## config.mk

```make
export PLATFORM = sky130hd
export DESIGN_NAME = rf_operand_fetch_flat
export DESIGN_NICKNAME = d
export VERILOG_FILES = /design/src/rtl/rf_operand_fetch_if.sv /design/src/rtl/rf_operand_fetch.sv /design/src/flat_wrapper.sv
export SDC_FILE = /design/constraint.sdc
export NUM_CORES = 1
export LEC_CHECK = 0
export BUFFER_PORTS_ARGS = -buffer_cell sky130_fd_sc_hd__buf_2
export CAP_MARGIN = 5
export CORE_ASPECT_RATIO = 0.5
export CORE_MARGIN = 2
export CORE_UTILIZATION = 40
export CTS_CLUSTER_DIAMETER = 60
export DETAILED_ROUTE_END_ITERATION = 8
export PLACE_DENSITY = 0.75
export SETUP_SLACK_MARGIN = 0.2
export SKIP_LAST_GASP = 1
export SLEW_MARGIN = 20
export SYNTH_ARGS = -nofsm -noshare
export SYNTH_HDL_FRONTEND = slang
export SYNTH_SLANG_ARGS = --single-unit
export TNS_END_PERCENT = 100
```

## constraint.sdc

```tcl
create_clock -name clk -period 8.4 [get_ports clk]
set_clock_uncertainty 0.2 [all_clocks]
set_input_delay 0.84 -clock clk [delete_from_list [all_inputs] [get_ports clk]]
set_output_delay 0.84 -clock clk [all_outputs]
set_load 0.03 [all_outputs]
```

## src/rtl/rf_operand_fetch_if.sv

```systemverilog
// Bundle of the operand-fetch stage's issue, register-file, writeback and execute signals.
// The slave modport is the fetch stage; the master modport is whatever surrounds it.
interface rf_operand_fetch_if;
  logic        i_iss_valid;
  logic        o_iss_ready;
  logic [4:0]  i_iss_rs1;
  logic [4:0]  i_iss_rs2;
  logic [4:0]  i_iss_rd;
  logic        i_iss_rd_en;

  logic [4:0]  o_rf_addr1;
  logic [4:0]  o_rf_addr2;
  logic [31:0] i_rf_data1;
  logic [31:0] i_rf_data2;

  logic        i_wb_valid;
  logic [4:0]  i_wb_addr;
  logic [31:0] i_wb_data;

  logic        o_ex_valid;
  logic        i_ex_ready;
  logic [31:0] o_ex_op1;
  logic [31:0] o_ex_op2;
  logic [4:0]  o_ex_rd;
  logic        o_ex_rd_en;

  logic [31:0] o_busy;

  modport slave (
    input  i_iss_valid, i_iss_rs1, i_iss_rs2, i_iss_rd, i_iss_rd_en,
    input  i_rf_data1, i_rf_data2,
    input  i_wb_valid, i_wb_addr, i_wb_data,
    input  i_ex_ready,
    output o_iss_ready, o_rf_addr1, o_rf_addr2,
    output o_ex_valid, o_ex_op1, o_ex_op2, o_ex_rd, o_ex_rd_en,
    output o_busy
  );

  modport master (
    output i_iss_valid, i_iss_rs1, i_iss_rs2, i_iss_rd, i_iss_rd_en,
    output i_rf_data1, i_rf_data2,
    output i_wb_valid, i_wb_addr, i_wb_data,
    output i_ex_ready,
    input  o_iss_ready, o_rf_addr1, o_rf_addr2,
    input  o_ex_valid, o_ex_op1, o_ex_op2, o_ex_rd, o_ex_rd_en,
    input  o_busy
  );
endinterface

```

## src/rtl/rf_operand_fetch.sv

```systemverilog
// Operand fetch with a busy-bit scoreboard: captures an issue, waits for both sources,
// forwards a same-cycle writeback over the register file, and hands the bundle to execute.
module rf_operand_fetch #(
  parameter int unsigned ZERO_REG = 1
) (
  input  logic                 clk,
  input  logic                 rst_n,
  rf_operand_fetch_if.slave    bus
);

  localparam bit ZeroEn = (ZERO_REG != 0);

  typedef enum logic [1:0] {
    IDLE = 2'd0,
    EVAL = 2'd1,
    OUT  = 2'd2
  } state_t;

  state_t      state_q;
  logic        iss_ready_q;
  logic        ex_valid_q;
  logic [31:0] ex_op_q [2];
  logic [4:0]  ex_rd_q;
  logic        ex_rd_en_q;
  logic [4:0]  rs_q [2];
  logic [4:0]  rd_q;
  logic        rd_en_q;
  logic [31:0] busy_q;
  logic [31:0] busy_d;

  logic [31:0] rf_data [2];
  logic [1:0]  src_zero;
  logic [1:0]  src_fwd;
  logic [1:0]  src_ready;
  logic [31:0] op_d [2];
  logic        both_ready;
  logic        fire_eval;

  assign rf_data[0] = bus.i_rf_data1;
  assign rf_data[1] = bus.i_rf_data2;

  // Each source: hardwired zero first, then the in-flight writeback, then the RF read.
  for (genvar gi = 0; gi < 2; gi++) begin : g_src
    assign src_zero[gi]  = ZeroEn && (rs_q[gi] == 5'd0);
    assign src_fwd[gi]   = bus.i_wb_valid && (bus.i_wb_addr == rs_q[gi]);
    assign src_ready[gi] = src_zero[gi] || !busy_q[rs_q[gi]] || src_fwd[gi];
    assign op_d[gi]      = src_zero[gi] ? 32'h0 :
                           src_fwd[gi]  ? bus.i_wb_data : rf_data[gi];
  end

  assign both_ready = &src_ready;
  assign fire_eval  = (state_q == EVAL) && both_ready;

  // Writeback clears before the issuing instruction sets, so a same-bit collision stays busy.
  always_comb begin
    busy_d = busy_q;
    if (bus.i_wb_valid) begin
      busy_d[bus.i_wb_addr] = 1'b0;
    end
    if (fire_eval && rd_en_q && !(ZeroEn && (rd_q == 5'd0))) begin
      busy_d[rd_q] = 1'b1;
    end
    if (ZeroEn) begin
      busy_d[0] = 1'b0;
    end
  end

  always_ff @(posedge clk or negedge rst_n) begin
    if (!rst_n) begin
      state_q     <= IDLE;
      iss_ready_q <= 1'b1;
      ex_valid_q  <= 1'b0;
      ex_op_q[0]  <= 32'h0;
      ex_op_q[1]  <= 32'h0;
      ex_rd_q     <= 5'd0;
      ex_rd_en_q  <= 1'b0;
      rs_q[0]     <= 5'd0;
      rs_q[1]     <= 5'd0;
      rd_q        <= 5'd0;
      rd_en_q     <= 1'b0;
      busy_q      <= 32'h0;
    end else begin
      busy_q <= busy_d;
      case (state_q)
        IDLE: begin
          if (bus.i_iss_valid) begin
            rs_q[0]     <= bus.i_iss_rs1;
            rs_q[1]     <= bus.i_iss_rs2;
            rd_q        <= bus.i_iss_rd;
            rd_en_q     <= bus.i_iss_rd_en;
            iss_ready_q <= 1'b0;
            state_q     <= EVAL;
          end
        end
        EVAL: begin
          if (both_ready) begin
            ex_op_q[0] <= op_d[0];
            ex_op_q[1] <= op_d[1];
            ex_rd_q    <= rd_q;
            ex_rd_en_q <= rd_en_q;
            ex_valid_q <= 1'b1;
            state_q    <= OUT;
          end
        end
        OUT: begin
          if (bus.i_ex_ready) begin
            ex_valid_q  <= 1'b0;
            iss_ready_q <= 1'b1;
            state_q     <= IDLE;
          end
        end
        default: begin
          ex_valid_q  <= 1'b0;
          iss_ready_q <= 1'b1;
          state_q     <= IDLE;
        end
      endcase
    end
  end

  assign bus.o_iss_ready = iss_ready_q;
  assign bus.o_rf_addr1  = rs_q[0];
  assign bus.o_rf_addr2  = rs_q[1];
  assign bus.o_ex_valid  = ex_valid_q;
  assign bus.o_ex_op1    = ex_op_q[0];
  assign bus.o_ex_op2    = ex_op_q[1];
  assign bus.o_ex_rd     = ex_rd_q;
  assign bus.o_ex_rd_en  = ex_rd_en_q;
  assign bus.o_busy      = busy_q;

endmodule

```

## src/flat_wrapper.sv

```systemverilog
// flat-port wrapper written by rule: the top's interface ports become plain ports
module rf_operand_fetch_flat 
#(
  parameter int unsigned ZERO_REG = 1
)
  (clk, rst_n, bus_i_iss_valid, bus_i_iss_rs1, bus_i_iss_rs2, bus_i_iss_rd, bus_i_iss_rd_en, bus_i_rf_data1, bus_i_rf_data2, bus_i_wb_valid, bus_i_wb_addr, bus_i_wb_data, bus_i_ex_ready, bus_o_iss_ready, bus_o_rf_addr1, bus_o_rf_addr2, bus_o_ex_valid, bus_o_ex_op1, bus_o_ex_op2, bus_o_ex_rd, bus_o_ex_rd_en, bus_o_busy);
  rf_operand_fetch_if bus_i ();
  input  logic clk;
  input  logic rst_n;
  input wire logic [$bits(bus_i.i_iss_valid)-1:0] bus_i_iss_valid;
  input wire logic [$bits(bus_i.i_iss_rs1)-1:0] bus_i_iss_rs1;
  input wire logic [$bits(bus_i.i_iss_rs2)-1:0] bus_i_iss_rs2;
  input wire logic [$bits(bus_i.i_iss_rd)-1:0] bus_i_iss_rd;
  input wire logic [$bits(bus_i.i_iss_rd_en)-1:0] bus_i_iss_rd_en;
  input wire logic [$bits(bus_i.i_rf_data1)-1:0] bus_i_rf_data1;
  input wire logic [$bits(bus_i.i_rf_data2)-1:0] bus_i_rf_data2;
  input wire logic [$bits(bus_i.i_wb_valid)-1:0] bus_i_wb_valid;
  input wire logic [$bits(bus_i.i_wb_addr)-1:0] bus_i_wb_addr;
  input wire logic [$bits(bus_i.i_wb_data)-1:0] bus_i_wb_data;
  input wire logic [$bits(bus_i.i_ex_ready)-1:0] bus_i_ex_ready;
  output wire logic [$bits(bus_i.o_iss_ready)-1:0] bus_o_iss_ready;
  output wire logic [$bits(bus_i.o_rf_addr1)-1:0] bus_o_rf_addr1;
  output wire logic [$bits(bus_i.o_rf_addr2)-1:0] bus_o_rf_addr2;
  output wire logic [$bits(bus_i.o_ex_valid)-1:0] bus_o_ex_valid;
  output wire logic [$bits(bus_i.o_ex_op1)-1:0] bus_o_ex_op1;
  output wire logic [$bits(bus_i.o_ex_op2)-1:0] bus_o_ex_op2;
  output wire logic [$bits(bus_i.o_ex_rd)-1:0] bus_o_ex_rd;
  output wire logic [$bits(bus_i.o_ex_rd_en)-1:0] bus_o_ex_rd_en;
  output wire logic [$bits(bus_i.o_busy)-1:0] bus_o_busy;
  assign bus_i.i_iss_valid = bus_i_iss_valid;
  assign bus_i.i_iss_rs1 = bus_i_iss_rs1;
  assign bus_i.i_iss_rs2 = bus_i_iss_rs2;
  assign bus_i.i_iss_rd = bus_i_iss_rd;
  assign bus_i.i_iss_rd_en = bus_i_iss_rd_en;
  assign bus_i.i_rf_data1 = bus_i_rf_data1;
  assign bus_i.i_rf_data2 = bus_i_rf_data2;
  assign bus_i.i_wb_valid = bus_i_wb_valid;
  assign bus_i.i_wb_addr = bus_i_wb_addr;
  assign bus_i.i_wb_data = bus_i_wb_data;
  assign bus_i.i_ex_ready = bus_i_ex_ready;
  assign bus_o_iss_ready = bus_i.o_iss_ready;
  assign bus_o_rf_addr1 = bus_i.o_rf_addr1;
  assign bus_o_rf_addr2 = bus_i.o_rf_addr2;
  assign bus_o_ex_valid = bus_i.o_ex_valid;
  assign bus_o_ex_op1 = bus_i.o_ex_op1;
  assign bus_o_ex_op2 = bus_i.o_ex_op2;
  assign bus_o_ex_rd = bus_i.o_ex_rd;
  assign bus_o_ex_rd_en = bus_i.o_ex_rd_en;
  assign bus_o_busy = bus_i.o_busy;
  rf_operand_fetch #(.ZERO_REG(ZERO_REG)) u_core (.clk(clk), .rst_n(rst_n), .bus(bus_i));
endmodule
```

Yosys cells after proc, flatten, opt, wreduce, memory -nomap -nowiden
Index checks and enable logic that the tools add are counted.
- logic and storage cells: 78
- output and inout port bits: 114
- input port bits: 122
- register bits: 121
- order comparisons: 6
- bitwise gates (word level): 5
- reduce and logical (&&, ||, !) cells: 24
- mux-type cells: 24
- equal/unequal tests: 7
- operator list (cell ; number):
    $mux 32 ; 6
    $and 32x32->32 ; 1
    $not 32->32 ; 1
    $or 32x32->32 ; 1
    $lt 5x6->1 const B ; 4
    $logic_not 5->1 ; 3
    $reduce_and 3->1 ; 4
    $bmux 1 s5 ; 2
    $demux 1 s5 ; 2
    $eq 5x5->1 ; 2
    $ge 5x1->1 const B ; 2
    $mux 1 ; 8
    $logic_and 1x1->1 ; 7
    $mux 2 ; 3
    $pmux 1 s3 ; 2
    $pmux 2 s3 ; 1
    $logic_or 1x1->1 ; 4
    $ne 2x2->1 const B ; 2
    $reduce_and 2->1 ; 2
    $logic_not 1->1 ; 3
    $eq 2x1->1 const B ; 1
    $eq 2x2->1 const B ; 1
    $logic_not 2->1 ; 1
    $ne 2x1->1 const B ; 1
    $not 1->1 ; 2

Logic depth before layout (Yosys ltp)
- depth in word-level cells: 10
- gate-level depth with buffers: 9
- depth with buffers taken out: 6

Worst setup path after synthesis
OpenSTA, ideal clock, no wires.
- path type: input port to flip-flop
- from: input bus_i_wb_addr[2]
- to: register u_core.ex_op_q (netlist bit u_core.bus.o_ex_op1[10])
- arrival: 2.871 ns
- data required time: 8.078 ns
- buffers on the path: 2
- path slack: 5.207 ns
- stages on the path: 7
- cell sequence: clkbuf_1 -> xnor2_1 -> nand2_1 -> nor4_1 -> clkbuf_1 -> mux2_2 -> a32o_1
- cells in the longest elaborated chain, start to end: 4
- elaborated cells on any way between the ends: 9
- classes of those cells: eq/ne: 2; mux: 2; reduce/logical: 5
- ends and longest elaborated chain (element ; line ; source):
    start, declared ; flat_wrapper.sv:18 ; input wire logic [$bits(bus_i.i_wb_addr)-1:0] bus_i_wb_addr;
    $eq 5x5->1 ; rf_operand_fetch.sv:45 ; assign src_fwd[gi] = bus.i_wb_valid && (bus.i_wb_addr == rs_q[gi]);
    $logic_and 1x1->1 ; rf_operand_fetch.sv:45 ;
    $mux 32 / $logic_or 1x1->1 (equally long branches) ; rf_operand_fetch.sv:48, rf_operand_fetch.sv:46 ;
    $mux 32 / $reduce_and 3->1 (equally long branches) ; -- ;
    end, declared ; rf_operand_fetch.sv:22 ; logic [31:0] ex_op_q [2];
Parallel ways exist; a longest one is shown, timed or not.
A chain may end at the register's enable or synchronous reset.

Final worst setup path
- from: register u_core.rs_q (netlist bit u_core.bus.o_rf_addr2[0])
- to: register u_core.ex_op_q (netlist bit u_core.bus.o_ex_op2[27])
- cells in the longest elaborated chain, start to end: 6
- elaborated cells on any way between the ends: 11
- classes of those cells: eq/ne: 1; mux: 4; reduce/logical: 6
- ends and longest elaborated chain (element ; line ; source):
    start, declared ; rf_operand_fetch.sv:25 ; logic [4:0] rs_q [2];
    $bmux 1 s5 ; rf_operand_fetch.sv:46 ; assign src_ready[gi] = src_zero[gi] || !busy_q[rs_q[gi]] || src_fwd[gi];
    $mux 1 (not written as such) ; rf_operand_fetch.sv:46 ;
    $logic_not 1->1 ; rf_operand_fetch.sv:46 ;
    $logic_or 1x1->1 (2 in a row) ; rf_operand_fetch.sv:46 ;
    $reduce_and 3->1 (no line) ; -- ;
Parallel ways exist; a longest one is shown, timed or not. The select of a mux whose other input is x is not followed.

==> impl_metrics.env <==
export IMPL_grt_pass1_wl_mm=29.34
export IMPL_ant_nets=0
export IMPL_whs_ns=0.2449
export IMPL_synth_area_um2=6202
export IMPL_fillers=1342
export IMPL_antenna_found_initial=0
export IMPL_timing_final_hold_violations=0
export IMPL_grt_pass1_vias=5663
export IMPL_final_area_um2=8092
export IMPL_viasPerCell=5.808
export IMPL_cts_resized=0
export IMPL_antenna_cells=0
export IMPL_required_ns=8.49
export IMPL_ir_drop_uv=241.4
export IMPL_avgSynthCellArea_um2=12.56
export IMPL_cts_max_path_buffers=2
export IMPL_drive_gt1_share_pct=52.28
export IMPL_placed_cell_area_um2=7508
export IMPL_status="complete, no violations"
export IMPL_setup_worst_path_start_class="register"
export IMPL_clkLatencyLatePin_ns=0.41
export IMPL_critical_path_endpoint_type="register"
export IMPL_drc_errors=0
export IMPL_cp_slowest_cell="dfrtp_1"
export IMPL_synth_area_leaders="dfrtp_1, mux2_2, a32o_1"
export IMPL_dieArea_um2=16580
export IMPL_cap_violations=0
export IMPL_max_freq_ghz=0.2427
export IMPL_h_tree_depth=4
export IMPL_synth_seq_area_share_pct=48.84
export IMPL_ys_ff_latch=121
export IMPL_num_vias=5396
export IMPL_grt_max_degree=75
export IMPL_grt_use_total_pct=22.16
export IMPL_power_total_mw=3.788
export IMPL_cts_tree="done"
export IMPL_syn_inst=494
export IMPL_cp_cell_sequence="xor2_1, nor4_1, a31oi_4, nand2_1, o211ai_4, buf_4, mux2_2"
export IMPL_power_density_nw_per_um2=468.2
export IMPL_fp_row_count=32
export IMPL_path_max_fanout=72
export IMPL_report_final_slew_viol_count=0
export IMPL_setup_viol=0
export IMPL_io_pins=236
export IMPL_overflow=0
export IMPL_synth_edf_count=0
export IMPL_timing_final_ws_setup_ns=4.279
export IMPL_first_pass_iters=7
export IMPL_hpwlAfterDp_mm=12.85
export IMPL_dieHeight_um=92.05
export IMPL_initial_core_util_pct=40.55
export IMPL_fin_nets=834
export IMPL_min_period_ns=4.121
export IMPL_synth_most_common_cell="dfrtp_1"
export IMPL_wire_per_inst_um=19.92
export IMPL_ys_async_sr_fraction_pct=100.0
export IMPL_yosys_warnings=0
export IMPL_cts_sinks=121
export IMPL_numCtsBuffers=17
export IMPL_critical_path_max_stage_delay_ns=0.96
export IMPL_syn_to_final_growth_pct=30.46
export IMPL_place_gp_congestion=0.8743
export IMPL_synth_ff_type="dfrtp_1"
export IMPL_ys_top_cells_by_count="dfrtp_1, mux2_2, o21ai_0, a22o_1, a32o_1"
export IMPL_drtIter0Drc=366
export IMPL_post_route_period_util_pct=49.06
export IMPL_rsz0062_at_grt="no"
export IMPL_root_buffer="clkbuf_16"
export IMPL_rrSetupSlack_ns=4.28
export IMPL_drt_wl_total_mm=18.50
export IMPL_synth_top_area_cell="dfrtp_1"
export IMPL_cts_hold_buf=0
export IMPL_pre_cts_ws_ns=4.200
export IMPL_setup_tns_ns=0
export IMPL_post_cts_buffers=0
export IMPL_path_class="register to register"
export IMPL_critPathArrivalTime_ns=4.21
export IMPL_port_buffers=234
export IMPL_min_path_type="input pin to asynchronous set/reset pin"
export IMPL_syn_num_nets=616
export IMPL_die_width_um=180.1
export IMPL_clk_transition_reported_paths_ns=0.06
export IMPL_leakage_nw=3.690
export IMPL_slew_headroom_pct=30.87
export IMPL_synth_distinct_cells=47
export IMPL_synth_top_area_share_pct=48.42
export IMPL_core_um2=15290
export IMPL_worst_slew_pin_transition_ns=1.037
## per-layer routing
layer  track usage, %  up-vias  wire, um
met2            38.41      230      9389
met5                0        -         0
li1                 -     2366         -
met3            6.076       38      1391
met1            26.38     2762      7336
met4            8.938        0       385
## path summary, 6_finish.rpt
| path | from | depth (start not counted) | to |
|---|---|---|---|
| min in group clk | u_core.bus.o_ex_rd[1] | 1 | u_core.bus.o_ex_rd[1] |
| min | rst_n | 1 | u_core.bus.o_ex_op2[27] |
| max reg2reg | u_core.bus.o_rf_addr2[0] | 7 | u_core.bus.o_ex_op2[27] |
| max | u_core.bus.o_rf_addr2[0] | 7 | u_core.bus.o_ex_op2[27] |
| min reg2reg | u_core.bus.o_ex_rd[1] | 1 | u_core.bus.o_ex_rd[1] |
| max in group asynchronous | rst_n | 2 | u_core.bus.o_rf_addr2[0] |
## flip-flops by register name, indices dropped and copies added (netlist names)
name,cells
u_core.rd_en_q,1
u_core.rd_q,5
u_core.bus.o_ex_op1,32
u_core.bus.o_busy,31
u_core.bus.o_iss_ready,1
u_core.bus.o_rf_addr2,5
u_core.bus.o_rf_addr1,5
u_core.bus.o_ex_op2,32
u_core.bus.o_ex_valid,1
u_core.state_q,2
u_core.bus.o_ex_rd,5
u_core.bus.o_ex_rd_en,1
## cells by family after synthesis
kind of cell / count (synthesis) / share of synthesized area (%)
xor+xnor: 10 / 1.412
compound gates: 145 / 18.58
mux: 112 / 22.05
other cells: 1 / 0.06046
flops: 121 / 48.84
simple gates: 61 / 5.588
buf+inv: 44 / 3.470
## cell type report
class | instances | area (um2) | area share, %
Clock inverter | 15 | 156.4 | 1.933
Inverter | 2 | 7.507 | 0.09278
Sequential cell | 121 | 3029 | 37.44
Clock buffer | 17 | 425.4 | 5.257
Multi-Input combinational cell | 329 | 2992 | 36.97
Tap cell | 204 | 255.2 | 3.154
Timing Repair Buffer | 241 | 1226 | 15.15
## placed cells by master, fill, tap and decap left out, types with 6 or more instances in the layout
cell and instances:
buf_2 233, dfrtp_1 120, mux2_2 81, o21ai_0 33, a22o_1 32, a32o_1 32, o31ai_1 25, clkbuf_16 17
mux2i_1 14, nand2_1 14, mux4_2 11, nand3b_1 9, o41ai_1 9, nand3_1 8, buf_4 8, inv_6 7
xor2_1 6, nor2_1 6, mux2_1 6
## stage by stage
| stage | util, % | instances |
|---|---|---|
| after global placement | 49.09 | 897 |
| final | 52.90 | 929 |
| after floorplan | - | 494 |
| after CTS | 52.90 | 929 |
| after global routing | 52.90 | 929 |
| after detailed placement | 49.09 | 897 |
## worst max-delay path: cells and delay by family (launching register included)
kind | cells | cell delay [ns]
flops | 1 | 0.96
mux | 1 | 0.42
simple gates | 2 | 0.41
xor+xnor | 1 | 0.21
compound gates | 2 | 1.07
buf+inv | 1 | 0.70
## power by group
part	internal (mW)	switching, mW
Clock	0.420	0.302
Combinational	0.739	1.18
Sequential	0.860	0.291
Total	2.02	1.77
Note: power is estimated with default switching activity, not from simulation.
